--- config.mk ---
export PLATFORM = sky130hd
export DESIGN_NAME = bus_ack_responder
export DESIGN_NICKNAME = d
export VERILOG_FILES = /design/src/rtl/bus_ack_responder.sv
export SDC_FILE = /design/constraint.sdc
export NUM_CORES = 1
export LEC_CHECK = 0
export CORE_MARGIN = 10
export CORE_UTILIZATION = 43
export DETAILED_ROUTE_END_ITERATION = 7
export SYNTH_ARGS = -nofsm -noshare
export SYNTH_HDL_FRONTEND = slang
export SYNTH_SLANG_ARGS = --single-unit
--- constraint.sdc ---
create_clock -name clk -period 1.7 [get_ports clk]
set_clock_uncertainty 0.2 [all_clocks]
set_input_delay 0.425 -clock clk [delete_from_list [all_inputs] [get_ports clk]]
set_output_delay 0.425 -clock clk [all_outputs]
set_load 0.01 [all_outputs]
--- src/rtl/bus_ack_responder.sv ---
// Target-side responder for the dual-channel req/ack bus: arbitrates req1/req2, owns bus_select,
// and returns a registered ack ACK_DLY cycles after each request. Define RESP_SVA_EN to embed protocol assertions.
module bus_ack_responder #(
  parameter int ACK_DLY = 2,
  parameter int ACK_LEN = 1
) (
  input  logic       clk,
  input  logic       rst,
  input  logic       req1,
  input  logic       req2,
  output logic       ack1,
  output logic       ack2,
  output logic [1:0] bus_select,
  output logic       bus_switch,
  output logic       busy
);

  typedef enum logic [1:0] {S_IDLE, S_SWITCH, S_WAIT, S_ACK} state_t;

  localparam logic [1:0] DLY_LD  = 2'(ACK_DLY - 1);
  localparam logic [1:0] LEN_LD  = 2'(ACK_LEN - 1);
  localparam logic [1:0] SEL_CH1 = 2'b01;
  localparam logic [1:0] SEL_CH2 = 2'b10;

  state_t     r_state;
  state_t     w_state_nxt;
  logic [1:0] r_cnt;
  logic [1:0] w_cnt_nxt;
  logic       r_grant;      // channel being served: 0 = ch1, 1 = ch2
  logic       w_grant_nxt;
  logic       r_last;       // last channel acked: 0 = ch1, 1 = ch2
  logic [1:0] r_sel;
  logic [1:0] w_sel_nxt;
  logic       r_req1_q;
  logic       r_req2_q;
  logic       r_pend1;
  logic       r_pend2;
  logic       r_ack1;
  logic       r_ack2;
  logic       r_switch;
  logic       w_rise1;
  logic       w_rise2;
  logic       w_cand1;
  logic       w_cand2;
  logic       w_win2;
  logic [1:0] w_win_sel;
  logic       w_clr;

  assign w_rise1   = req1 & ~r_req1_q;
  assign w_rise2   = req2 & ~r_req2_q;
  assign w_cand1   = r_pend1 | w_rise1;
  assign w_cand2   = r_pend2 | w_rise2;
  // With both channels asking, the one not served last goes first.
  assign w_win2    = w_cand2 & (~w_cand1 | ~r_last);
  assign w_win_sel = w_win2 ? SEL_CH2 : SEL_CH1;

  always_comb begin
    w_state_nxt = r_state;
    w_cnt_nxt   = r_cnt;
    w_grant_nxt = r_grant;
    w_sel_nxt   = r_sel;
    w_clr       = 1'b0;
    case (r_state)
      S_IDLE: begin
        if (w_cand1 | w_cand2) begin
          w_grant_nxt = w_win2;
          w_cnt_nxt   = DLY_LD;
          w_state_nxt = (w_win_sel != r_sel) ? S_SWITCH : S_WAIT;
        end
      end
      S_SWITCH: begin
        w_sel_nxt   = r_grant ? SEL_CH2 : SEL_CH1;
        w_cnt_nxt   = DLY_LD;
        w_state_nxt = S_WAIT;
      end
      S_WAIT: begin
        if (r_cnt == 2'd0) begin
          w_cnt_nxt   = LEN_LD;
          w_clr       = 1'b1;
          w_state_nxt = S_ACK;
        end else begin
          w_cnt_nxt = r_cnt - 2'd1;
        end
      end
      S_ACK: begin
        if (r_cnt == 2'd0) begin
          w_state_nxt = S_IDLE;
        end else begin
          w_cnt_nxt = r_cnt - 2'd1;
        end
      end
      default: w_state_nxt = S_IDLE;
    endcase
  end

  // Outputs are registered from the next state so they line up exactly with it.
  always_ff @(posedge clk or posedge rst) begin
    if (rst) begin
      r_state  <= S_IDLE;
      r_cnt    <= 2'd0;
      r_grant  <= 1'b0;
      r_last   <= 1'b1;
      r_sel    <= 2'b00;
      r_ack1   <= 1'b0;
      r_ack2   <= 1'b0;
      r_switch <= 1'b0;
    end else begin
      r_state  <= w_state_nxt;
      r_cnt    <= w_cnt_nxt;
      r_grant  <= w_grant_nxt;
      r_sel    <= w_sel_nxt;
      r_ack1   <= (w_state_nxt == S_ACK) & ~w_grant_nxt;
      r_ack2   <= (w_state_nxt == S_ACK) & w_grant_nxt;
      r_switch <= (w_state_nxt == S_SWITCH);
      if (w_clr) r_last <= r_grant;
    end
  end

  // A rise landing on the clearing cycle keeps the request pending.
  always_ff @(posedge clk or posedge rst) begin
    if (rst) begin
      r_req1_q <= 1'b0;
      r_req2_q <= 1'b0;
      r_pend1  <= 1'b0;
      r_pend2  <= 1'b0;
    end else begin
      r_req1_q <= req1;
      r_req2_q <= req2;
      r_pend1  <= w_rise1 | (r_pend1 & ~(w_clr & ~r_grant));
      r_pend2  <= w_rise2 | (r_pend2 & ~(w_clr & r_grant));
    end
  end

  assign ack1       = r_ack1;
  assign ack2       = r_ack2;
  assign bus_select = r_sel;
  assign bus_switch = r_switch;
  assign busy       = (r_state != S_IDLE);

`ifdef RESP_SVA_EN
  a_ack_onehot: assert property (@(posedge clk) disable iff (rst) $onehot0({r_ack1, r_ack2}));
  a_sw_no_ack:  assert property (@(posedge clk) disable iff (rst) r_switch |-> !(r_ack1 | r_ack2));
  a_ack1_sel:   assert property (@(posedge clk) disable iff (rst) r_ack1 |-> (r_sel == SEL_CH1));
  a_ack2_sel:   assert property (@(posedge clk) disable iff (rst) r_ack2 |-> (r_sel == SEL_CH2));
  // Latency bound holds for isolated requests; a same-edge rival is excluded.
  a_lat1: assert property (@(posedge clk) disable iff (rst)
    ($rose(req1) && !(r_pend2 || w_rise2) && !busy) |-> ##[1:5] r_ack1);
  a_lat2: assert property (@(posedge clk) disable iff (rst)
    ($rose(req2) && !(r_pend1 || w_rise1) && !busy) |-> ##[1:5] r_ack2);
`endif

endmodule
==> results of run 1 <==
[tightest hold or removal path, delay by kind of cell]
kind / cells / cell delay (ns)
buf+inv: 3 / 0.68
[sequential cells by signal, indices dropped and copies added, names as in the netlist]
name        cells
bus_select      2
r_cnt           2
r_state         2
ack1            1
ack2            1
bus_switch      1
r_grant         1
r_last          1
r_pend1         1
r_pend2         1
r_req1_q        1
r_req2_q        1
[layout by cell type (no fill, tap or decap), drive strengths merged, types with 2 or more instances in the layout]
master,n
dfrtp,14
o21ai,9
buf,8
nand2,7
inv,7
dlygate4sd2,5
nor2,5
nand2b,4
nand3,3
ha,3
clkbuf,3
clkdlybuf4s50,3
nor2b,3
o21a,2
[power groups by stage]
| stage | Sequential [mW] | Combinational, mW | Clock (mW) |
|---|---|---|---|
| after global placement | 0.619 | 0.751 | 0 |
| after floorplan | 0.609 | 0.487 | 0 |
| after detailed placement | 0.623 | 0.764 | 0 |
| final | 0.613 | 0.729 | 0.200 |
| after CTS | 0.614 | 0.737 | 0.212 |
| after global routing | 0.646 | 0.826 | 0.228 |
[metrics by stage]
step | instances | instance area (um2) | total power, mW | util, %
3_3_place_gp | 102 | 892 | 1.37 | 57.2
6_report | 106 | 908 | 1.54 | 58.3
3_5_place_dp | 102 | 892 | 1.39 | 57.2
2_1_floorplan | 72 | 739 | 1.10 | -
5_1_grt | 106 | 908 | 1.70 | 58.3
4_1_cts | 106 | 908 | 1.56 | 58.3
[how the worst max path moves through the flow]
stage / start / end / slack (ns)
CTS: bus_select[1]$_DFFE_PP0N_ / bus_select[1] / 0.05
global placement: req2 / r_cnt[0]$_DFFE_PP0P_ / -0.21
global route: r_state[0]$_DFF_PP0_ / busy / 0.002
detailed placement: req2 / r_cnt[0]$_DFFE_PP0P_ / -0.22
floorplan: r_cnt[0]$_DFFE_PP0P_ / r_cnt[0]$_DFFE_PP0P_ / 0.33
finish: bus_select[1]$_DFFE_PP0N_ / bus_select[1] / 0.06
[layer usage]
metal,vias to the layer above,wire length (um),global-route usage [%]
met5,-,0,0
met2,15,672,13.9
met1,242,665,11.7
met3,4,117,3.91
met4,0,22,4.14
li1,282,-,-
[kinds of logic after synthesis]
logic type                 after synthesis  synth area share [%]
buffers and inverters                    9                  4.91
AOI/OAI and AO/OA                       19                  18.3
xor gates and xnor gates                 1                  1.18
adders and majority gates                3                  5.08
DFF                                     15                  50.9
and+or+nand+nor                         25                  19.6
[timing repair]
action / 4_1_cts / 5_1_grt
buffers inserted: 0 / 0
hold endpoints to repair: 0 / 0
gates resized for setup: 9 / 1
endpoints found under the setup margin: 6 / 1
hold buffers: 0 / 0
pin swaps: 0 / 1
[final cells by class]
type                    instances  area (um2)  area share, %
flip-flops and latches         15         377           41.5
clock inverters                 1        5.00          0.551
inverters                       7        26.3           2.89
well taps                      16        20.0           2.20
clock buffers                   3        22.5           2.48
multi-input cells              48         327           36.0
repair buffers                 16         131           14.5
==> flow_summary.yaml, run 1 <==
critical_path:
  crit_buf_inv: 1
  max_stage_delay_ns: 0.43
  critPathCaptureType: "output pin"
  r2r-start: "r_cnt[0]$_DFFE_PP0P_"
  rr_endpoint: "r_pend1$_DFF_PP0_"
  cp.arrival_ns: 1.02
  worstPathRequired_ns: 1.07
  cp_top_family: "flip-flops"
  r2r_cells: 5
  crit_type: "flip-flop to output pin"
  cp_slowest_cell: "dfrtp_1"
  crit_fanout: 5
  crit_chain: "dlygate4sd2_1"
  rrSetupSlack_ns: 0.22
  startpoint_type: "flip-flop"
  cp.depth: 1
clock_tree:
  clock-sinks: 15
  clkLatencyLatePin_ns: 0.29
  clk_pin_slew_ns: 0.09
  htreeDepth: 1
  cts_buffers: 3
  root_buffer: "clkbuf_4"
  cts_tree: "yes"
  cts_max_path_buffers: 2
floorplan:
  initial_core_util_pct: 47.4
  die-area_mm2: 0.00378
  core_area_mm2: 0.00156
  num_rows: 14
  die_h_um: 61.5
  io_pins: 10
  fp.dieW_um: 61.5
yosys:
  ys_async_sr_fraction_pct: 100
  syn_nets: 79
  synthTopCellsByCount: "14 x dfrtp_1, 7 x inv_1, 7 x nand2_1"
  synth-edff-count: 0
  synth_flop_cell: "dfrtp_1"
  ys_warn_count: 0
  postSynthCellCount: 72
  syn_area_um2: 739
  ys_seq_area_share_pct: 50.9
  synthTopCellsByArea: "dfrtp_1 47%, ha_1 5.1%, o21ai_0 4.1%"
  synth_cell_type_count: 27
  yosysTopAreaCellShare_pct: 47.4
  syn_avg_cell_area_um2: 10.3
  synth.largest_area_cell: "dfrtp_1"
  synth_most_common_cell: "dfrtp_1"
  ys_seq_elements: 15
finish:
  layout-drive-gt1-share_pct: 21.1
  diodes: 0
  layout.nets: 98
  nFillCells: 134
  area_growth_pct: 22.8
power_and_ir_drop:
  power.share.clock_pct: 13.0
  internal_power_mw: 0.919
  ir_worst_vdd_mv: 0.816
  leakage_nw: 0.438
  pwr-share-seq_pct: 39.8
  switchingPower_mw: 0.623
  p_sw_share_pct: 40.4
  p_per_area_mw_per_mm2: 1700
  p_comb_share_pct: 47.3
place:
  place_hpwl_um: 1150
  post-place-ws_ns: -0.215
  gp_congestion: 0.752
  io_buffers: 9
flow_run:
  maxCapViolations: 0
route:
  ant_nets: 0
  first_pass_iters: 4
  wire_per_inst_um: 13.9
  vias: 543
  wirelength_um: 1480
  drt-initial-drc-count: 17
  viasPerCell: 5.12
  drc: 0
sta:
  setup-tns-final_ns: 0
  rsz0062_at_grt: "false"
  post-route-min-period_ns: 1.64
  maxSlewHeadroom_pct: 82.2
  holdWs_ns: 0.248
  worstMarginPinSlew_ns: 0.265
  drv_slew: 0
  final.period_utilization_pct: 96.5
  setup_ws_ns: 0.0587
  setup_viol: 0
  hold_viol: 0
  fmax_mhz: 609
grt:
  grt_max_degree: 16
  first_global_vias: 575
  grt_antenna_before_repair: 0
  overflow: 0
  grt_pass1_wl_um: 2640
  grt_usage_pct: 9.41
outcome:
  status: "finished, final reports clean"
min_path:
  hp-class: "input port to async pin"
No activity file was read; power rests on OpenSTA's default activity.
==> inputs of run 2 (changes only) <==
- HOLD_SLACK_MARGIN: default -> 0.15
==> results of run 2 <==
The final DEF is identical to that of run 1; final timing and power are the same.
==> inputs of run 3 (changes only) <==
- PLACE_DENSITY: default -> 0.67
- REMOVE_ABC_BUFFERS: default -> 1
- clock period: 1.7 -> 1.3 ns (I/O delays scaled with it)
==> run 3 against run 2 <==
Effect of this change:
- the flow now finishes with violations (negative setup slack)
- sequential cell count stayed put
- sequential power is 41% higher
- die area stayed put
- register-to-register slack worse by 0.37 ns
- critical path type unchanged
- largest power group unchanged
==> flow_summary.yaml, run 3 (same netlist as run 1, synthesis figures left out) <==
critical_path:
  cp_top_family: "flip-flops"
  crit_fanout: 2
  crit_chain: "nor2_4 > inv_2 > buf_6"
  crit_type: "flip-flop to output pin"
  cp_slowest_cell: "dfrtp_1"
  worstPathRequired_ns: 0.77
  crit_buf_inv: 2
  startpoint_type: "flip-flop"
  r2r-start: "r_state[0]$_DFF_PP0_"
  crit_start: "r_state[1]$_DFF_PP0_"
  max_stage_delay_ns: 0.43
  critPathCaptureType: "output pin"
  cp.arrival_ns: 1.02
grt:
  grt_usage_pct: 13.1
  first_global_vias: 759
  overflow: 0
  grt_pass1_wl_um: 3650
  grt_antenna_before_repair: 0
  grt_max_degree: 11
sta:
  rsz0062_at_grt: "true"
  setup_viol: 17
  post-route-min-period_ns: 1.55
  final.period_utilization_pct: 119
  hold_viol: 0
  fmax_mhz: 646
  maxSlewHeadroom_pct: 79.3
  worstMarginPinSlew_ns: 0.308
  setup_ws_ns: -0.249
  holdWs_ns: 0.182
  drv_slew: 0
power_and_ir_drop:
  p_total_mw: 3.07
  p_sw_share_pct: 42.5
  switchingPower_mw: 1.31
  internal_power_mw: 1.76
  p_per_area_mw_per_mm2: 2490
  p_comb_share_pct: 63.0
  pwr-share-seq_pct: 28.1
  leakage_nw: 0.561
  power.share.clock_pct: 8.9
  ir_worst_vdd_mv: 1.57
floorplan:
  initial_core_util_pct: 47.4
  fp.dieW_um: 61.5
  die-area_mm2: 0.00378
  num_rows: 14
  io_pins: 10
  core_area_mm2: 0.00156
  die_h_um: 61.5
flow_run:
  maxCapViolations: 0
place:
  gp_congestion: 0.821
  place_hpwl_um: 1170
  io_buffers: 9
min_path:
  hp-class: "input port to flip-flop"
  hp-start: "req2"
route:
  vias: 680
  ant_nets: 0
  drc: 0
  drt-initial-drc-count: 17
  first_pass_iters: 4
  viasPerCell: 5.67
  wirelength_um: 2350
  wire_per_inst_um: 19.6
clock_tree:
  cts_max_path_buffers: 2
  htreeDepth: 1
  clkLatencyLatePin_ns: 0.29
  cts_buffers: 3
  cts_tree: "yes"
  clock-sinks: 15
  clk_pin_slew_ns: 0.09
  root_buffer: "clkbuf_4"
finish:
  final_common_cell: "buf_4"
  layout-drive-gt1-share_pct: 60.6
  diodes: 0
  nFillCells: 99
  layout_common_cells: "13 x buf_4, 12 x dfrtp_1, 6 x o21ai_2, 6 x buf_6"
  layout.nets: 112
  area_growth_pct: 66.8
  final_util_pct: 79.1
outcome:
  status: "complete, but fails checks"
  violations: "negative setup slack"
==> run 3: cell types whose count changed in the layout (fill, tap and decap cells not counted), moves of 4 or more <==
cell	change
buf_2	+4
buf_4	+6
buf_6	+6
inv_1	-4
o21ai_0	-6
o21ai_2	+6
==> run 3: per-stage QoR <==
step	setup WS, ns	cell area (um2)	instances	TNS, ns
2_1_floorplan	-0.0826	729	70	-0.115
3_3_place_gp	-0.465	945	109	-3.15
3_5_place_dp	-0.477	945	109	-3.26
4_1_cts	-0.217	1180	119	-0.889
5_1_grt	-0.279	1230	120	-1.91
6_report	-0.249	1230	120	-1.34
==> run 3: layer usage <==
layer | track usage [%] | wire length, um | vias to the layer above
met3 | 4.73 | 129 | 13
met1 | 13.8 | 897 | 324
met2 | 22.9 | 1210 | 33
met5 | 0 | 0 | -
li1 | - | - | 310
met4 | 6.05 | 104 | 0
==> run 3: timing repair <==
item / 4_1_cts / 5_1_grt
resized for setup: 67 / 14
endpoints found under the setup margin: 15 / 30
hold endpoints to repair: 4 / 0
setup buffers: 5 / 2
gates cloned: 1 / 0
hold buffers: 1 / 0
pin swaps: 15 / 6
==> run 3: worst paths after layout <==
kind / cells after the start / end / slack [ns]
max: 3 / busy / -0.25
max in group asynchronous: 4 / r_last$_DFFE_PP1P_ / 0.04
max reg2reg: 5 / r_cnt[0]$_DFFE_PP0P_ / -0.15
min reg2reg: 2 / r_last$_DFFE_PP1P_ / 0.30
min in group asynchronous: 4 / r_pend2$_DFF_PP0_ / 0.67
min: 1 / r_req2_q$_DFF_PP0_ / 0.18
==> run 3: layout make-up <==
cell class                      instances  area [um2]  area share (%)
Tap cell                               16        20.0            1.62
Sequential cell                        15         379            30.7
Inverter                                7        28.8            2.33
Timing Repair Buffer                   30         275            22.3
Multi-Input combinational cell         48         503            40.8
Clock inverter                          1        5.00           0.406
Clock buffer                            3        22.5            1.83
==> run 3: power by group through the flow <==
stage | clock [mW] | combinational, mW | sequential [mW]
2_1_floorplan | 0 | 0.559 | 0.852
3_3_place_gp | 0 | 1.10 | 0.789
3_5_place_dp | 0 | 1.13 | 0.795
4_1_cts | 0.271 | 1.67 | 0.820
5_1_grt | 0.298 | 2.06 | 0.882
6_report | 0.272 | 1.93 | 0.864
